==> config.mk <==
export PLATFORM = sky130hd
export DESIGN_NAME = dct_mac_pipe
export DESIGN_NICKNAME = d
export VERILOG_FILES = /design/src/rtl/dct_mac_pipe.sv
export SDC_FILE = /design/constraint.sdc
export NUM_CORES = 1
export LEC_CHECK = 0
export ABC_CLOCK_PERIOD_IN_PS = 7970
export BUFFER_PORTS_ARGS = -buffer_cell sky130_fd_sc_hd__buf_4
export CAP_MARGIN = 30
export CELL_PAD_IN_SITES_DETAIL_PLACEMENT = 0
export CELL_PAD_IN_SITES_GLOBAL_PLACEMENT = 1
export CORE_MARGIN = 2
export CORE_UTILIZATION = 30
export CTS_CLUSTER_DIAMETER = 120
export DETAILED_ROUTE_END_ITERATION = 8
export PLACE_DENSITY = 0.65
export SLEW_MARGIN = 5
export SYNTH_ARGS = -nofsm -noshare
export SYNTH_HDL_FRONTEND = slang
export SYNTH_SLANG_ARGS = --single-unit
==> constraint.sdc <==
create_clock -name clk -period 7.97 [get_ports clk]
set_input_delay 0.3985 -clock clk [delete_from_list [all_inputs] [get_ports clk]]
set_output_delay 0.3985 -clock clk [all_outputs]
set_load 0.1 [all_outputs]
==> src/rtl/dct_mac_pipe.sv <==
// dct_mac_pipe: pipelined signed MAC for the forward-DCT datapath.
// Accumulates TAPS sample*coefficient products per block, then rounds,
// shifts and saturates the sum into one OUT_W-bit result per block.
// Pipeline: product -> accumulate -> round/shift -> saturate/output.
module dct_mac_pipe #(
    parameter int DW    = 8,
    parameter int CW    = 12,
    parameter int TAPS  = 8,
    parameter int SHIFT = 8,
    parameter int OUT_W = 12,
    parameter int ROUND = 1
) (
    input  logic                    clk,
    input  logic                    rst,
    input  logic                    ena,
    input  logic                    clr,
    input  logic                    in_valid,
    input  logic signed [DW-1:0]    din,
    input  logic signed [CW-1:0]    coef,
    output logic                    out_valid,
    output logic signed [OUT_W-1:0] dout,
    output logic                    ovf
);

    localparam int PW    = DW + CW;
    localparam int ACC_W = PW + $clog2(TAPS);
    // One spare bit so adding the rounding constant can never wrap.
    localparam int RW    = ACC_W + 1;
    localparam int CNT_W = (TAPS > 1) ? $clog2(TAPS) : 1;

    localparam logic [CNT_W-1:0] LAST_CNT = CNT_W'(TAPS - 1);
    localparam logic signed [RW-1:0] RND_C =
        (ROUND != 0) ? (RW'(1) <<< (SHIFT - 1)) : '0;
    localparam logic signed [RW-1:0] MAXV =
        {{(RW - OUT_W + 1){1'b0}}, {(OUT_W - 1){1'b1}}};
    localparam logic signed [RW-1:0] MINV =
        {{(RW - OUT_W + 1){1'b1}}, {(OUT_W - 1){1'b0}}};

    // Term counter; clr restarts the block before the incoming term is counted.
    logic [CNT_W-1:0] cnt_q, cnt_d, cnt_base;

    // Stage 1: registered product and its block-position tags.
    logic                 v1_q, first1_q, last1_q;
    logic                 v1_d, first1_d, last1_d;
    logic signed [PW-1:0] mult_res_q, mult_res_d, prod;

    // Stage 2: accumulator and block-complete flag.
    logic                    done_q, done_d;
    logic signed [ACC_W-1:0] acc_q, acc_d, prod_ext;

    // Stage 3a: rounded and shifted sum.
    logic                 sv_q;
    logic signed [RW-1:0] sh_q, sh_d, rnd;

    // Stage 3b: saturated result.
    logic                    out_valid_q;
    logic signed [OUT_W-1:0] dout_q, dout_d;
    logic                    ovf_q, ovf_d;

    assign cnt_base = clr ? '0 : cnt_q;
    assign prod     = PW'(din) * PW'(coef);
    assign prod_ext = ACC_W'(mult_res_q);
    assign rnd      = RW'(acc_q) + RND_C;

    // Next-state for the counter and stage-1 tags.
    always_comb begin
        cnt_d      = cnt_base;
        v1_d       = in_valid;
        first1_d   = in_valid && (cnt_base == '0);
        last1_d    = in_valid && (cnt_base == LAST_CNT);
        mult_res_d = mult_res_q;
        if (in_valid) begin
            cnt_d      = (cnt_base == LAST_CNT) ? '0 : cnt_base + 1'b1;
            mult_res_d = prod;
        end
    end

    // Next-state for the accumulator: a first term loads, later terms add,
    // and clr drops whatever stage 1 was holding.
    always_comb begin
        acc_d  = acc_q;
        done_d = v1_q && last1_q && !clr;
        if (v1_q && !clr)
            acc_d = first1_q ? prod_ext : acc_q + prod_ext;
    end

    // Next-state for the rounding and saturation stages.
    always_comb begin
        sh_d   = done_q ? (rnd >>> SHIFT) : sh_q;
        dout_d = dout_q;
        ovf_d  = ovf_q;
        if (sv_q) begin
            if (sh_q > MAXV) begin
                dout_d = MAXV[OUT_W-1:0];
                ovf_d  = 1'b1;
            end else if (sh_q < MINV) begin
                dout_d = MINV[OUT_W-1:0];
                ovf_d  = 1'b1;
            end else begin
                dout_d = sh_q[OUT_W-1:0];
                ovf_d  = 1'b0;
            end
        end
    end

    // Counter and stage-1 registers.
    always_ff @(posedge clk) begin
        if (rst) begin
            cnt_q      <= '0;
            v1_q       <= 1'b0;
            first1_q   <= 1'b0;
            last1_q    <= 1'b0;
            mult_res_q <= '0;
        end else if (ena) begin
            cnt_q      <= cnt_d;
            v1_q       <= v1_d;
            first1_q   <= first1_d;
            last1_q    <= last1_d;
            mult_res_q <= mult_res_d;
        end
    end

    // Stage-2 accumulator registers.
    always_ff @(posedge clk) begin
        if (rst) begin
            acc_q  <= '0;
            done_q <= 1'b0;
        end else if (ena) begin
            acc_q  <= acc_d;
            done_q <= done_d;
        end
    end

    // Stage-3 round/shift and output registers.
    always_ff @(posedge clk) begin
        if (rst) begin
            sv_q        <= 1'b0;
            sh_q        <= '0;
            out_valid_q <= 1'b0;
            dout_q      <= '0;
            ovf_q       <= 1'b0;
        end else if (ena) begin
            sv_q        <= done_q;
            sh_q        <= sh_d;
            out_valid_q <= sv_q;
            dout_q      <= dout_d;
            ovf_q       <= ovf_d;
        end
    end

    assign out_valid = out_valid_q;
    assign dout      = dout_q;
    assign ovf       = ovf_q;

endmodule

==> impl_metrics.toml, run 1 <==
[status]
status = "complete, no violations"

[floorplan]
fp.dieH_um = 167
num_rows = 59
io_pins = 39
die_area_mm2 = 0.0279
fp.coreArea_mm2 = 0.0261
fp.dieW_um = 167
initial_utilization = 0.306

[critical_path]
cp_cell_sequence = "buf_4 -> inv_1 -> nor2_1 -> fa_1 -> fa_1 -> fa_1 -> inv_1 -> fa_1 -> inv_1 -> ha_1 -> a21o_1 -> a21oi_1 -> o32ai_1 -> a31o_2 -> o41a_1 -> a41o_1 -> a311oi_1 -> o21ai_0"
worstPathRequired_ns = 8.20
crit_path_top_delay_cell = "fa_1"
r2r-end = "acc_q[22]$_SDFFE_PP0P_"
crit_path_max_fanout = 11
r2r_start = "mult_res_q[0]$_SDFFE_PP0P_"
critPathCaptureType = "flip-flop"
reg2reg_depth = 11
r2r_setup_slack_ns = 5.15
cp.arrival_ns = 5.15
cp_common_cell = "fa_1"
cp-start-kind = "input port"
path_delay_family = "adder cells"
criticalPathCategory = "in2reg"
cpPeakStageDelay_ns = 0.55
crit_buf_inv = 4

[routing]
firstDrtPassIters = 4
viasPerCell = 4.78
wl_um = 17900
wl_per_cell_um = 13.6
drtIter0Drc = 250
final_antenna_net_count = 0
vias = 6320
drcViolationCount = 0

[sta]
layout_setup_ws_ns = 3.05
fin_skew_ns = 0.00492
setup-tns-final_ns = 0
setup_viol = 0
hold_viol_final = 0
fmax_mhz = 203
finalMaxSlewViolations = 0
rsz0062_at_grt = "no"
worst_slew_pin_slew_ns = 0.871
fin_crit_ns = 4.92
relSlewSlack = 0.419
hold_slack_ns = 0.388
period_share = 0.618

[synth]
ys_seq_area_frac = 0.203
synth_top_area_share = 0.203
synth.distinct_cells = 61
ys_ff_latch = 81
yosys.area.top_type = "dfxtp_1"
yosysWarningCount = 0
synthCells = 973
synthTopCellsByArea = "dfxtp_1 (20%), fa_1 (20%), ha_1 (9.9%), inv_1 (6.0%), nand2_1 (5.4%)"
synth_edf_count = 0
synth.cell_area_mm2 = 0.00798
yosysMostFrequentCell = "inv_1"
synthArstFlopShare = 0
synthTopCellsByCount = "inv_1 (128), nand2_1 (115), dfxtp_1 (81)"
syn_nets = 1141
synth_ff_type = "dfxtp_1"
syn_area_per_cell_um2 = 8.20

[final_layout]
final-instance-count-excl-fill = 1323
final_util = 0.342
final_cell_area_mm2 = 0.00890
area_growth_pct = 11.5
final_net_count = 1151
drive_above_1_share = 0.0719
n_antenna_cell = 0

[placement]
gp_congestion = 0.792
pre_cts_slack_ns = 2.66
io_buffers = 38
postPlaceCellArea_mm2 = 0.00855
dp_hpwl_um = 14000
placed_cells = 1306

[power_and_ir_drop]
ir_worst_vdd_mv = 0.162
leakage_nw = 3.94
power.density_mw_per_mm2 = 241
power_mw = 2.14

[clocking]
h-tree-depth = 3
clk_path_buf_depth = 2
cts_tree = "done"
path_clk_slew_ns = 0.07
numCtsBuffers = 9
cts_resized = 0
cts_root_buffer = "clkbuf_16"
cts_setup_buffers = 0
ctsHoldBuffers = 0
clock_sinks = 81
clkLatencyLatePin_ns = 0.34

[global_route]
first_global_vias = 6204
grt_pass1_wl_um = 31300
gr-total-overflow = 0
antenna_found_initial = 0
grt_use_total = 0.135
grt_max_degree = 78

[min_path]
hold_class = "in2reg"
whs_path_depth = 3
min_from = "coef[0]"
hold_end = "mult_res_q[0]$_SDFFE_PP0P_"

[job]
cap_violations = 0
-- report_power, final --
| part | switching (mW) | internal (mW) | total [mW] | leakage (nW) |
|---|---|---|---|---|
| Combinational | 0.682 | 0.507 | 1.19 | 3.12 |
| Clock | 0.187 | 0.281 | 0.468 | 0.160 |
| Sequential | 0.0424 | 0.445 | 0.487 | 0.656 |
-- how the worst max path moves through the flow --
stage / from / slack [ns] / cells after the start / to
6_report: din[7] / 3.05 / 18 / mult_res_q[19]$_SDFFE_PP0P_
5_1_grt: din[7] / 2.74 / 18 / mult_res_q[19]$_SDFFE_PP0P_
4_1_cts: din[7] / 3.04 / 18 / mult_res_q[19]$_SDFFE_PP0P_
3_5_place_dp: din[7] / 2.66 / 18 / mult_res_q[19]$_SDFFE_PP0P_
3_3_place_gp: din[7] / 2.73 / 18 / mult_res_q[19]$_SDFFE_PP0P_
2_1_floorplan: din[7] / 2.94 / 18 / mult_res_q[19]$_SDFFE_PP0P_
-- area by class of cell --
| type | count | area [um2] |
|---|---|---|
| multi-input combinational | 720 | 5720 |
| clock buffer | 9 | 225 |
| inverter | 129 | 484 |
| tap | 335 | 419 |
| clock inverter | 7 | 108 |
| timing repair buffer | 42 | 323 |
| fill | 2752 | 17200 |
| sequential | 81 | 1620 |
-- sequential cells by signal, summed over array words and instances (netlist names), 3 cells and up --
register / count
acc_q: 23
cnt_q: 3
dout: 12
mult_res_q: 20
sh_q: 16
-- logic make-up after synthesis --
kind of cell    count (synthesis)  synth area share
fa+ha+maj                     143             0.299
simple gates                  330             0.200
mux                             1           0.00125
compound gates                204             0.169
xor+xnor                       42            0.0461
buf+inv                       172            0.0811
flops                          81             0.203
-- placed cells by master, fill, tap and decap left out, types with 4 or more instances in the layout --
master,netlist,layout
fa_1,80,80
nor2_1,72,71
a22oi_1,6,6
o21a_1,6,6
nand2b_1,6,6
nand4_1,4,4
a211oi_1,23,23
a21oi_1,56,56
dfxtp_1,81,81
o211a_1,6,6
nand2_1,115,115
ha_1,63,63
a311oi_1,4,4
xnor2_1,24,24
a31oi_1,6,6
and2_1,58,58
or3_1,6,6
nand3_1,18,18
a31o_2,4,4
o211ai_1,26,26
nor2b_1,5,5
o21ai_0,35,35
a21o_1,10,10
buf_4,0,41
and3_1,11,11
xor2_1,18,18
nor3_1,15,15
clkbuf_16,0,9
inv_1,128,128
-- worst min-delay path: cells and delay by family --
kind	cells	cell delay (ns)
and+or+nand+nor	1	0.08
buffers and inverters	1	0.15
AOI/OAI and AO/OA	1	0.06
-- metal layers --
layer | up-vias | share of wire | global-route usage
met3 | 10 | 0.022 | 0.0142
li1 | 3266 | - | -
met5 | - | 0 | 0
met1 | 2981 | 0.49 | 0.181
met2 | 63 | 0.48 | 0.232
met4 | 0 | 0.011 | 0.0330
No activity file was read; power rests on OpenSTA's default activity.
==> inputs of run 2 (changes only) <==
ABC_AREA = 1   (was unset)
ABC_CLOCK_PERIOD_IN_PS = 4600   (was 7970)
PLACE_DENSITY = 0.67   (was 0.65)
clock period = 4.6 ns   (was 7.97 ns; I/O delays follow)
==> run 2 against run 1 <==
  * Die area increased by 8.2%
  * Critical endpoint is now mult_res_q[14]$_SDFFE_PP0P_
  * Clock skew increased by 0.0013 ns
  * Wire length increased by 18%
  * Area after synthesis increased by 8.4%
  * Critical path depth increased by 1
  * Cell area increased by 7.3%
  * Clock-buffer cell count increased by 1
  * Register-to-register slack got worse by 2.9 ns
  * First-iteration DRC count increased by 27%
==> impl_metrics.toml, run 2 <==
[status]
status = "complete, no violations"

[global_route]
grt_max_degree = 59
grt_pass1_wl_um = 37000
grt_use_total = 0.147
gr-total-overflow = 0
first_global_vias = 7643
antenna_found_initial = 0

[synth]
syn_area_per_cell_um2 = 6.76
synth_top_area_share = 0.188
synthCells = 1279
yosysMostFrequentCell = "nand2_1"
synth_edf_count = 0
synthArstFlopShare = 0
ys_seq_area_frac = 0.188
synth.cell_area_mm2 = 0.00865
synth.distinct_cells = 40
yosys.area.top_type = "dfxtp_1"
yosysWarningCount = 0
synthTopCellsByCount = "nand2_1 (314), inv_1 (278), a21oi_1 (111)"
ys_ff_latch = 81
syn_nets = 1447
synth_ff_type = "dfxtp_1"
synthTopCellsByArea = "dfxtp_1 (19%), fa_1 (19%), nand2_1 (14%), inv_1 (12%), ha_1 (9.1%)"

[final_layout]
final-instance-count-excl-fill = 1675
final_cell_area_mm2 = 0.00955
final_net_count = 1454
top_regs = "acc_q: 23 flops, mult_res_q: 20 flops, sh_q: 16 flops"
final_common_cell = "nand2_1"
n_antenna_cell = 0
fillCellCount = 3213
drive_above_1_share = 0.0627
largest_register_ffs = 23
final_cell_mix = "nand2_1 (314), inv_1 (278), a21oi_1 (111)"
area_growth_pct = 10.4
top_register = "acc_q"

[sta]
rsz0062_at_grt = "no"
worst_slew_pin_slew_ns = 0.879
hold_viol_final = 0
hold_slack_ns = 0.211
setup-tns-final_ns = 0
layout_setup_ws_ns = 0.632
relSlewSlack = 0.413
fin_crit_ns = 3.97
fmax_mhz = 252
period_share = 0.863
finalMaxSlewViolations = 0
setup_viol = 0
fin_skew_ns = 0.00626

[floorplan]
fp.coreArea_mm2 = 0.0285
num_rows = 62
die_area_mm2 = 0.0302
io_pins = 39
fp.dieH_um = 174
fp.dieW_um = 174
initial_utilization = 0.303

[power_and_ir_drop]
p_sw_mw = 1.60
internal_power_mw = 1.89
switching_share = 0.458
pwr-share-comb = 0.573
p_seq_frac = 0.223
leakage_nw = 5.15
ir_worst_vdd_mv = 0.159
p_clk_frac = 0.204
power.density_mw_per_mm2 = 366

[critical_path]
criticalPathCategory = "in2reg"
r2r_start = "mult_res_q[0]$_SDFFE_PP0P_"
cp-start-kind = "input port"
crit_path_max_fanout = 8
r2r_setup_slack_ns = 2.24
reg2reg_depth = 13
cp.arrival_ns = 4.22
critPathCaptureType = "flip-flop"
r2r-end = "acc_q[16]$_SDFFE_PP0P_"
worstPathRequired_ns = 4.85

[routing]
final_antenna_net_count = 0
vias = 7426
highest_layer = "met4"
wl_met3_um = 328
drcViolationCount = 0
viasPerCell = 4.43
wl_per_cell_um = 12.6
wl_met2_um = 10100
firstDrtPassIters = 5
m1WireLength_um = 10400
drtIter0Drc = 318
wl_um = 21100

[clocking]
cts_setup_buffers = 0
clock_sinks = 81
cts_resized = 0
ctsHoldBuffers = 0
h-tree-depth = 3
cts_root_buffer = "clkbuf_16"
cts_tree = "done"
path_clk_slew_ns = 0.07
numCtsBuffers = 9
clkLatencyLatePin_ns = 0.35
clk_path_buf_depth = 2

[placement]
postPlaceCellArea_mm2 = 0.00926
pre_cts_slack_ns = 0.249
io_buffers = 38
dp_hpwl_um = 17300
placed_cells = 1659
gp_congestion = 0.856

[min_path]
whs_path_depth = 3
min_from = "ena"
hold_class = "in2reg"
hold_end = "dout[11]$_SDFFE_PP0P_"

[job]
cap_violations = 0
-- run 2: cell types whose count changed in the layout (fill, tap and decap cells not counted), moves of 24 or more --
cell	change
nand2_1	+199
inv_1	+150
and2_1	-58
a21oi_1	+55
nand3_1	+38
o21ai_0	+27
o211ai_1	-24
-- run 2: kinds of logic (layout without fill, tap and decap cells) --
logic type / count (synthesis) / in the layout / share of synthesized area
compound gates: 199 / 199 / 0.121
fa+ha+maj: 143 / 143 / 0.276
flops: 81 / 81 / 0.188
buf+inv: 328 / 340 / 0.144
simple gates: 496 / 496 / 0.239
xor+xnor: 32 / 32 / 0.0324
-- run 2: how the worst max path moves through the flow --
stage,startpoint,endpoint
finish,coef[0],mult_res_q[14]$_SDFFE_PP0P_
global route,din[7],mult_res_q[19]$_SDFFE_PP0P_
CTS,coef[0],mult_res_q[14]$_SDFFE_PP0P_
detailed placement,coef[0],mult_res_q[14]$_SDFFE_PP0P_
global placement,coef[0],mult_res_q[14]$_SDFFE_PP0P_
floorplan,din[2],mult_res_q[16]$_SDFFE_PP0P_
-- run 2: worst max-delay path: stages --
cell and delay [ns]:
buf_4 0.15, or2_2 0.32, fa_1 0.52, fa_1 0.55, inv_1 0.05, fa_1 0.53
inv_1 0.05, fa_1 0.52, inv_1 0.04, ha_1 0.35, a21oi_1 0.18, o21ai_2 0.11
nand2_1 0.07, nand2_1 0.09, a21oi_1 0.17, or2_1 0.12, nand3_1 0.06, nand2_1 0.08
inv_1 0.03
-- run 2: final cells by class --
class                           count  area, um2  share of cell area
Clock buffer                       10        239              0.0250
Clock inverter                      6       48.8             0.00511
Inverter                          282       1060               0.111
Multi-Input combinational cell    870       5780               0.606
Sequential cell                    81       1620               0.170
Tap cell                          384        480              0.0503
Timing Repair Buffer               42        315              0.0330
-- run 2: power by group through the flow --
stage	Sequential [mW]	Combinational (mW)	Clock [mW]
after detailed placement	0.795	2.03	0
after global placement	0.795	2.03	0
after global routing	0.784	2.38	0.758
after CTS	0.780	2.04	0.736
after floorplan	0.777	1.62	0
final	0.780	2.00	0.712
-- run 2: per-layer routing --
metal | up-vias | track usage
met2 | 62 | 0.261
met5 | - | 0
met3 | 18 | 0.0145
met1 | 3413 | 0.193
met4 | 0 | 0.0333
li1 | 3933 | -
-- run 2: stage by stage --
step | power (mW) | util
6_report | 3.49 | 0.334
5_1_grt | 3.92 | 0.334
4_1_cts | 3.55 | 0.334
3_5_place_dp | 2.82 | 0.324
3_3_place_gp | 2.83 | 0.324
2_1_floorplan | 2.39 | -
